### src/rtl/rf_pkg.sv
// Shared defaults and state encoding for the multi-port register file.
package rf_pkg;

  localparam int unsigned DEF_DW     = 32;
  localparam int unsigned DEF_DEPTH  = 32;
  localparam int unsigned DEF_NUM_RD = 2;
  localparam int unsigned DEF_NUM_WR = 2;

  typedef enum logic {
    RF_INIT = 1'b0,
    RF_RUN  = 1'b1
  } rf_state_e;

  // Hardwired-zero register index.
  localparam int unsigned ZERO_REG = 0;

endpackage

### src/rtl/regfile_mp_bypass_if.sv
// Decode/writeback bundle for the register file: read ports, write ports and issue marking.
interface regfile_mp_bypass_if #(
  parameter int unsigned DW     = 32,
  parameter int unsigned AW     = 5,
  parameter int unsigned NUM_RD = 2,
  parameter int unsigned NUM_WR = 2
);

  logic [NUM_RD*AW-1:0] rd_addr;
  logic [NUM_RD*DW-1:0] rd_data;
  logic [NUM_RD-1:0]    rd_busy;
  logic [NUM_WR-1:0]    wr_en;
  logic [NUM_WR*AW-1:0] wr_addr;
  logic [NUM_WR*DW-1:0] wr_data;
  logic                 issue_en;
  logic [AW-1:0]        issue_addr;
  logic                 ready;

  modport master (
    output rd_addr, wr_en, wr_addr, wr_data, issue_en, issue_addr,
    input  rd_data, rd_busy, ready
  );

  modport slave (
    input  rd_addr, wr_en, wr_addr, wr_data, issue_en, issue_addr,
    output rd_data, rd_busy, ready
  );

endinterface

### src/rtl/rf_write_arb.sv
// Priority select across write ports for one address; the highest-indexed matching port wins.
module rf_write_arb
  import rf_pkg::*;
#(
  parameter int unsigned DW     = 32,
  parameter int unsigned AW     = 5,
  parameter int unsigned NUM_WR = 2
) (
  input  logic [AW-1:0]        addr_i,
  input  logic [NUM_WR-1:0]    wr_en_i,
  input  logic [NUM_WR*AW-1:0] wr_addr_i,
  input  logic [NUM_WR*DW-1:0] wr_data_i,
  output logic                 hit_o,
  output logic [DW-1:0]        data_o
);

  always_comb begin
    hit_o  = 1'b0;
    data_o = '0;
    for (int w = 0; w < NUM_WR; w++) begin
      if (wr_en_i[w] && (wr_addr_i[w*AW +: AW] == addr_i) && (addr_i != AW'(ZERO_REG))) begin
        hit_o  = 1'b1;
        data_o = wr_data_i[w*DW +: DW];
      end
    end
  end

endmodule

### src/rtl/regfile_mp_bypass.sv
// Multi-port register file with same-cycle write bypass, busy scoreboard and post-reset zero sweep.
module regfile_mp_bypass
  import rf_pkg::*;
#(
  parameter int unsigned DW     = DEF_DW,
  parameter int unsigned DEPTH  = DEF_DEPTH,
  parameter int unsigned AW     = $clog2(DEPTH),
  parameter int unsigned NUM_RD = DEF_NUM_RD,
  parameter int unsigned NUM_WR = DEF_NUM_WR,
  parameter int unsigned BYPASS = 1
) (
  input logic                clk,
  input logic                reset,
  regfile_mp_bypass_if.slave bus
);

  rf_state_e         state_q;
  logic [AW-1:0]     ptr_q;
  logic [DEPTH-1:0]  busy_q, busy_d;
  logic [DW-1:0]     mem_q [DEPTH];
  logic              accept;
  logic [NUM_WR-1:0] wr_en_acc;
  logic [DEPTH-1:0]  st_hit;
  logic [DW-1:0]     st_data [DEPTH];
  logic [NUM_RD-1:0] byp_hit;
  logic [DW-1:0]     byp_data [NUM_RD];
  logic [AW-1:0]     rd_a;

  // Writes and issues only count in RUN with reset released.
  assign accept    = (state_q == RF_RUN) && reset;
  assign wr_en_acc = accept ? bus.wr_en : '0;
  assign bus.ready = (state_q == RF_RUN);

  for (genvar e = 0; e < DEPTH; e++) begin : g_store
    rf_write_arb #(
      .DW     (DW),
      .AW     (AW),
      .NUM_WR (NUM_WR)
    ) u_arb (
      .addr_i    (AW'(e)),
      .wr_en_i   (wr_en_acc),
      .wr_addr_i (bus.wr_addr),
      .wr_data_i (bus.wr_data),
      .hit_o     (st_hit[e]),
      .data_o    (st_data[e])
    );
  end

  for (genvar r = 0; r < NUM_RD; r++) begin : g_byp
    rf_write_arb #(
      .DW     (DW),
      .AW     (AW),
      .NUM_WR (NUM_WR)
    ) u_arb (
      .addr_i    (bus.rd_addr[r*AW +: AW]),
      .wr_en_i   (wr_en_acc),
      .wr_addr_i (bus.wr_addr),
      .wr_data_i (bus.wr_data),
      .hit_o     (byp_hit[r]),
      .data_o    (byp_data[r])
    );
  end

  always_ff @(posedge clk) begin
    if (!reset) begin
      state_q <= RF_INIT;
      ptr_q   <= '0;
      busy_q  <= '0;
    end else begin
      unique case (state_q)
        RF_INIT: begin
          if (ptr_q == AW'(DEPTH - 1)) state_q <= RF_RUN;
          else                         ptr_q   <= ptr_q + 1'b1;
        end
        RF_RUN: busy_q <= busy_d;
      endcase
    end
  end

  // Storage has no reset; the INIT sweep zeroes one entry per cycle.
  always_ff @(posedge clk) begin
    for (int e = 0; e < DEPTH; e++) begin
      if ((state_q == RF_INIT) && (ptr_q == AW'(e))) mem_q[e] <= '0;
      else if (st_hit[e])                            mem_q[e] <= st_data[e];
    end
  end

  // A same-cycle issue overrides the clear from a write: the new producer wins.
  always_comb begin
    busy_d = busy_q & ~st_hit;
    if (accept && bus.issue_en) busy_d[bus.issue_addr] = 1'b1;
    busy_d[ZERO_REG] = 1'b0;
  end

  always_comb begin
    bus.rd_data = '0;
    bus.rd_busy = '0;
    rd_a        = '0;
    for (int r = 0; r < NUM_RD; r++) begin
      rd_a = bus.rd_addr[r*AW +: AW];
      if ((state_q == RF_RUN) && (rd_a != AW'(ZERO_REG))) begin
        if ((BYPASS != 0) && byp_hit[r]) begin
          bus.rd_data[r*DW +: DW] = byp_data[r];
        end else begin
          bus.rd_data[r*DW +: DW] = mem_q[rd_a];
          bus.rd_busy[r]          = busy_q[rd_a];
        end
      end
    end
  end

endmodule

### src/flat_wrapper.sv
// flat-port wrapper written by rule: the top's interface ports become plain ports
module regfile_mp_bypass_flat import rf_pkg::*;
#(
  parameter int unsigned DW     = DEF_DW,
  parameter int unsigned DEPTH  = DEF_DEPTH,
  parameter int unsigned AW     = $clog2(DEPTH),
  parameter int unsigned NUM_RD = DEF_NUM_RD,
  parameter int unsigned NUM_WR = DEF_NUM_WR,
  parameter int unsigned BYPASS = 1
)
  (clk, reset, bus_rd_addr, bus_wr_en, bus_wr_addr, bus_wr_data, bus_issue_en, bus_issue_addr, bus_rd_data, bus_rd_busy, bus_ready);
  regfile_mp_bypass_if #(.DW(DW), .AW(AW), .NUM_RD(NUM_RD), .NUM_WR(NUM_WR)) bus_i ();
  input logic clk;
  input logic reset;
  input wire logic [$bits(bus_i.rd_addr)-1:0] bus_rd_addr;
  input wire logic [$bits(bus_i.wr_en)-1:0] bus_wr_en;
  input wire logic [$bits(bus_i.wr_addr)-1:0] bus_wr_addr;
  input wire logic [$bits(bus_i.wr_data)-1:0] bus_wr_data;
  input wire logic [$bits(bus_i.issue_en)-1:0] bus_issue_en;
  input wire logic [$bits(bus_i.issue_addr)-1:0] bus_issue_addr;
  output wire logic [$bits(bus_i.rd_data)-1:0] bus_rd_data;
  output wire logic [$bits(bus_i.rd_busy)-1:0] bus_rd_busy;
  output wire logic [$bits(bus_i.ready)-1:0] bus_ready;
  assign bus_i.rd_addr = bus_rd_addr;
  assign bus_i.wr_en = bus_wr_en;
  assign bus_i.wr_addr = bus_wr_addr;
  assign bus_i.wr_data = bus_wr_data;
  assign bus_i.issue_en = bus_issue_en;
  assign bus_i.issue_addr = bus_issue_addr;
  assign bus_rd_data = bus_i.rd_data;
  assign bus_rd_busy = bus_i.rd_busy;
  assign bus_ready = bus_i.ready;
  regfile_mp_bypass #(.DW(DW), .DEPTH(DEPTH), .AW(AW), .NUM_RD(NUM_RD), .NUM_WR(NUM_WR), .BYPASS(BYPASS)) u_core (.clk(clk), .reset(reset), .bus(bus_i));
endmodule
### config.mk
export PLATFORM = sky130hd
export DESIGN_NAME = regfile_mp_bypass_flat
export DESIGN_NICKNAME = d
export VERILOG_FILES = /design/src/rtl/rf_pkg.sv /design/src/rtl/regfile_mp_bypass_if.sv /design/src/rtl/rf_write_arb.sv /design/src/rtl/regfile_mp_bypass.sv /design/src/flat_wrapper.sv
export SDC_FILE = /design/constraint.sdc
export NUM_CORES = 2
export LEC_CHECK = 0
export CAP_MARGIN = 10
export CORE_ASPECT_RATIO = 1.5
export CORE_MARGIN = 2
export CORE_UTILIZATION = 40
export CTS_CLUSTER_DIAMETER = 50
export CTS_CLUSTER_SIZE = 25
export DETAILED_ROUTE_END_ITERATION = 10
export HOLD_SLACK_MARGIN = 0.03
export PLACE_DENSITY = 0.59
export SLEW_MARGIN = 40
export SYNTH_ARGS = -nofsm -noshare
export SYNTH_HDL_FRONTEND = slang
export SYNTH_SLANG_ARGS = --single-unit
### constraint.sdc
create_clock -name clk -period 12.6 [get_ports clk]
set_input_delay 3.78 -clock clk [delete_from_list [all_inputs] [get_ports clk]]
set_output_delay 3.78 -clock clk [all_outputs]
set_load 0.005 [all_outputs]
# ---- Word-level counts from Yosys, hierarchy flattened
# Memory sizes are Yosys's and may differ from the RTL's.
# Cells that the tools add are included.
dict set report op_classes {
  n_reduce_logical 112
  add_sub_neg 1
  muxes 341
  n_lt_le_gt_ge 4
  eq_ne 97
  bitwise 36
}
# cell count
set op_table {}
lappend op_table {{32-bit 2-to-1 mux} 103}
lappend op_table {{5-bit equality test (second input constant)} 48}
lappend op_table {{1-bit 2-to-1 mux} 233}
lappend op_table {{5-bit by 4-bit equality test with 1-bit output (second input constant)} 24}
lappend op_table {{1-bit logical AND} 107}
lappend op_table {{5-bit by 3-bit equality test with 1-bit output (second input constant)} 12}
lappend op_table {{32-bit bitwise AND} 1}
lappend op_table {{32-bit NOT} 1}
lappend op_table {{32-bit OR} 1}
lappend op_table {{32-bit OR reduction} 1}
lappend op_table {{1-bit OR} 31}
lappend op_table {{5-bit by 2-bit equality test with 1-bit output (second input constant)} 6}
lappend op_table {{5-bit equality test} 4}
lappend op_table {{5-bit by 6-bit less-than comparator with 1-bit output (second input constant)} 3}
lappend op_table {{5-bit by 1-bit equality test with 1-bit output (second input constant)} 3}
lappend op_table {{1-bit binary-select mux with 5-bit select} 2}
lappend op_table {{5-bit nonzero test} 2}
lappend op_table {{5-bit by 1-bit adder with 5-bit output (second input constant)} 1}
lappend op_table {{1-bit demux with 5-bit select} 1}
lappend op_table {{5-bit by 1-bit greater-or-equal comparator with 1-bit output (second input constant)} 1}
lappend op_table {{5-bit zero test} 1}
lappend op_table {{5-bit 2-to-1 mux} 1}
lappend op_table {{2-bit 2-to-1 mux} 1}
lappend op_table {{1-bit NOT} 2}
lappend op_table {{2-bit AND reduction} 1}
dict set report word_totals {
  ramBits 1024
  mem_count 1
  register_bits 37
  output_inout_bits 67
  input_bits 94
  elab_cells 595
}
# name depth word_bits read_ports rd_ports_with_merged_regs wr line
set mem_list {}
lappend mem_list {u_core.mem_q 32 32 2 0 31 regfile_mp_bypass.sv:20} ;# logic [DW-1:0] mem_q [DEPTH];

# ---- Longest topological paths before layout
dict set report logic_depth {
  ltp_word 11
  mapped_depth 11
}

# ---- By module
# A second synthesis with hierarchy kept.
dict set report hier_totals {
  cells_unflattened 7134
  area_unflattened_um2 90078.9
}
# mod area_each_um2 cells_each seq_area_each_um2 instances
set by_module_without_submodules {}
lappend by_module_without_submodules {regfile_mp_bypass 56939.6 3904 31490.2 1}
lappend by_module_without_submodules {rf_write_arb 974.7 95 0.0 34}

# ---- Least setup slack after synthesis
# Ideal clock, no wire load.
dict set report synth_path {
  path_kind {input-to-output}
  start {input bus_rd_addr[5]}
  end {output bus_rd_data[59]}
  path_stages 10
  required_ns 8.820
  arrival_ns 5.731
  slack_ns 3.089
  cell_sequence {buf_4 -> buf_6 -> buf_6 -> buf_2 -> buf_2 -> mux4_2 -> a22oi_1 -> nand3_1 -> nor3_1 -> nor2_1}
}
dict set report synth_via {
  elab_chain_cells 7
  elab_cells_between_ends 15
  cone_classes {2 x eq/ne; 6 x mux; 6 x reduce/logical; 1 x memory}
}
# item line
set synth_lines {}
lappend synth_lines {{start: declaration} flat_wrapper.sv:15} ;# input wire logic [$bits(bus_i.rd_addr)-1:0] bus_rd_addr;
lappend synth_lines {{branches (longest 6 deep; another with memory 32 x 32 bit)} -}
lappend synth_lines {{32-bit 2-to-1 mux *} regfile_mp_bypass.sv:101} ;# if ((state_q == RF_RUN) && (rd_a != AW'(ZERO_REG))) begin
lappend synth_lines {{end: declaration} flat_wrapper.sv:21} ;# output wire logic [$bits(bus_i.rd_data)-1:0] bus_rd_data;
# Every way passes the cells marked *.

# ---- Final worst setup path
dict set report layout_path {
  start {input bus_wr_addr[5]}
  end {output bus_rd_data[25]}
}
dict set report layout_via {
  elab_chain_cells 6
  elab_cells_between_ends 7
  cone_classes {1 x eq/ne; 4 x mux; 2 x reduce/logical}
}
# item line
set layout_lines {}
lappend layout_lines {{start: declaration} flat_wrapper.sv:17} ;# input wire logic [$bits(bus_i.wr_addr)-1:0] bus_wr_addr;
lappend layout_lines {{5-bit equality test *} rf_write_arb.sv:21} ;# if (wr_en_i[w] && (wr_addr_i[w*AW +: AW] == addr_i) && (addr_i != AW'(ZERO_REG))) begin
lappend layout_lines {{1-bit logical AND * (2 in a row)} rf_write_arb.sv:21}
lappend layout_lines {{32-bit 2-to-1 mux or 1-bit 2-to-1 mux (tied branches)} rf_write_arb.sv:21}
lappend layout_lines {{32-bit 2-to-1 mux *} regfile_mp_bypass.sv:102} ;# if ((BYPASS != 0) && byp_hit[r]) begin
lappend layout_lines {{32-bit 2-to-1 mux *} regfile_mp_bypass.sv:101}
# Every way passes the cells marked *; elsewhere a longest branch is shown, timed or not.

==> flow_summary.json <==
{
  "vias_per_cell": 7.624,
  "grt_util_all_layers": 0.3599,
  "routedWlPerCell_um": 44.06,
  "synth_top_area_frac": 0.4885,
  "synthFlopType": "edfxtp_1",
  "cpPeakStageDelay_ns": 0.79,
  "regArea_um2": 30530,
  "synth_edf_count": 992,
  "cts-resized-gates": 0,
  "grt_max_degree": 114,
  "multi_input_area_um2": 28180,
  "cts_buffers": 90,
  "power_leakage_nw": 24.09,
  "tns_ns": 0,
  "gp_congestion": 0.9100,
  "cts_max_level": 3,
  "synthArstFlopShare": 0,
  "core_area_um2": 151500,
  "worstMarginPinSlew_ns": 0.9938,
  "slowest_stage": "clkdlybuf4s50_1",
  "synthSimpleGateAreaFrac": 0.05879,
  "syn_area_per_cell_um2": 13.48,
  "post-route-util": 0.4527,
  "netlist_area_um2": 60980,
  "grt_overflow_total": 0,
  "clkLatencyLatePin_ns": 0.78,
  "cellPowerDensity_nw_per_um2": 109.5,
  "yosysUniqueCellTypes": 60,
  "drtPass1Iterations": 8,
  "crit_arrival_ns": 7.70,
  "yosys.area.top_type": "edfxtp_1",
  "cp-end-kind": "output pin",
  "antenna_found_initial": 15,
  "synthXorXnorAreaFrac": 0.003304,
  "fillCellCount": 13410,
  "area_growth_pct": 12.50,
  "die_w_um": 322.8,
  "synth_commonest_cells": "edfxtp_1, a22o_1, clkbuf_1, mux4_2, nand2_1",
  "cts_tree": "done",
  "instances_no_fill": 6455,
  "yosys_warnings": 0,
  "synth_compound_area_frac": 0.1889,
  "path_cells": "clkdlybuf4s50_1 -> xnor2_1 -> nand4_1 -> nor4_1 -> buf_4 -> nand2b_2 -> buf_4 -> o221ai_1 -> a21oi_1 -> clkdlybuf4s50_1",
  "min_path_type": "reg -> reg",
  "ys_seq_elements": 1029,
  "post-place-ws_ns": 1.298,
  "cts.sinks": 1029,
  "drv_slew": 0,
  "place_inst": 6264,
  "synth.most_common_cell": "edfxtp_1",
  "critPathKind": "in -> out",
  "nets": 4432,
  "hold_viol": 0,
  "clockBufferDepth": 3,
  "drc_errors": 0,
  "cp_max_fo": 16,
  "grt_pass1_vias": 47880,
  "io_buffer_count": 160,
  "antenna_left": 0,
  "clk_root_buffer_cell": "clkbuf_16",
  "worst_ep_required_time_ns": 8.82,
  "num_rows": 175,
  "synth_top_family_by_area": "multiplexers",
  "vias": 49210,
  "netlist_top_cells_area": "edfxtp_1, mux4_2, a22o_1",
  "first_iter_violations": 8288,
  "fin_crit_sh": 0.9114,
  "skew_ns": 0.06216,
  "rsz0062_at_grt": "false",
  "syn_inst": 4525,
  "fmax_ghz": 0.08708,
  "ctsHoldBuffers": 0,
  "worst_slack_ns": 1.117,
  "drt-total-wl_mm": 284.4,
  "ir_drop_uv": 133.2,
  "fin_crit_ns": 11.48,
  "cts.reportedPaths.clkPinSlew_ns": 0.07,
  "status": "complete, no violations",
  "dieArea_um2": 155600,
  "finalSetupViolCount": 0,
  "ios": 161,
  "die_h_um": 482.2,
  "synth-seq-area-share": 0.5007,
  "layout-drive-gt1-share": 0.2556,
  "synth_fp_nets": 4625,
  "muxShareOfSynthArea": 0.1995,
  "grt_pass1_wl_mm": 385.9,
  "cap_violations": 0,
  "synth_fa_ha_area_frac": 0.001231,
  "start_kind": "input pin",
  "postCtsSetupBuffers": 0,
  "hpwl_mm": 154.8,
  "slew_headroom": 0.3375,
  "start_util": 0.4024
}
-- cell usage in the layout, fill, tap and decap left out, drive strengths merged, types with 18 or more instances in the layout --
cell type and count:
edfxtp 992, a22o 897, mux4 467, nand2 276, buf 265, nor2 172, clkdlybuf4s50 147, nor2b 102
nor3 97, a221oi 92, clkbuf 92, mux2i 89, o21ai 70, mux2 67, a22oi 59, nand3 54
o221ai 51, inv 51, dfxtp 37, a21oi 32, clkinv 32, o221a 31, a32oi 27, o211ai 25
a2111oi 24, o21a 19, or2 18
-- stage by stage --
step / cell area [um^2] / hold WS, ns / power (mW)
final: 68600 / 0.5454 / 7.508
after global routing: 68570 / 0.5939 / 7.627
after CTS: 68310 / 0.5475 / 7.484
after detailed placement: 64980 / 0.5380 / 4.397
after global placement: 64750 / 0.5238 / 4.394
after floorplan: 60980 / 0.4875 / 4.170
-- power by group --
part	internal [mW]	total (mW)	switching, mW
Combinational	0.192	0.621	0.429
Clock	1.49	3.17	1.68
Sequential	3.71	3.72	0.00946
Total	5.39	7.51	2.11
-- final cells by class --
class	count	area share
diodes	11	0.0004013
clock inverters	77	0.01525
well taps	2035	0.03712
repair buffers	412	0.05736
inverters	12	0.0007296
multi-input cells	2787	0.4108
clock buffers	92	0.03325
flip-flops and latches	1029	0.4450
-- registers in the layout (all words and copies together), names as in the netlist --
| register | cells |
|---|---|
| u_core.mem_q | 992 |
| u_core.ptr_q | 5 |
| u_core.busy_q | 31 |
| u_core.bus.ready | 1 |
-- path summary, 6_finish.rpt --
| kind | from | end | slack, ns | cells after the start |
|---|---|---|---|---|
| setup / recovery | bus_wr_addr[5] | bus_rd_data[25] | 1.12 | 10 |
| hold / removal | u_core.ptr_q[1]$_SDFFE_PN0P_ | u_core.ptr_q[1]$_SDFFE_PN0P_ | 0.55 | 2 |
| setup reg to reg | u_core.bus.ready$_SDFF_PN0_ | u_core.mem_q[27][29]$_SDFFCE_PN0P_ | 8.91 | 8 |
| hold reg to reg | u_core.ptr_q[1]$_SDFFE_PN0P_ | u_core.ptr_q[1]$_SDFFE_PN0P_ | 0.55 | 2 |
-- layer usage --
layer,global-route usage,part of all wire,up-vias
li1,-,-,18260
met1,0.4192,0.32,25010
met2,0.5599,0.46,4593
met3,0.1058,0.13,1338
met4,0.2755,0.086,16
met5,0.0006173,0.00034,-
-- cell families after synthesis --
family                     Yosys count
AOI/OAI and AO/OA                 1358
xor gates and xnor gates            23
adders and majority gates            6
buffers and inverters              709
DFF                               1029
muxes                              623
and+or+nand+nor                    777
-- worst max-delay path, delay by kind of cell --
family / cells / cell delay (ns)
buf+inv: 4 / 2.13
simple gates: 3 / 0.90
compound gates: 2 / 0.69
xor+xnor: 1 / 0.18
Power figures use the tool's default switching activity.
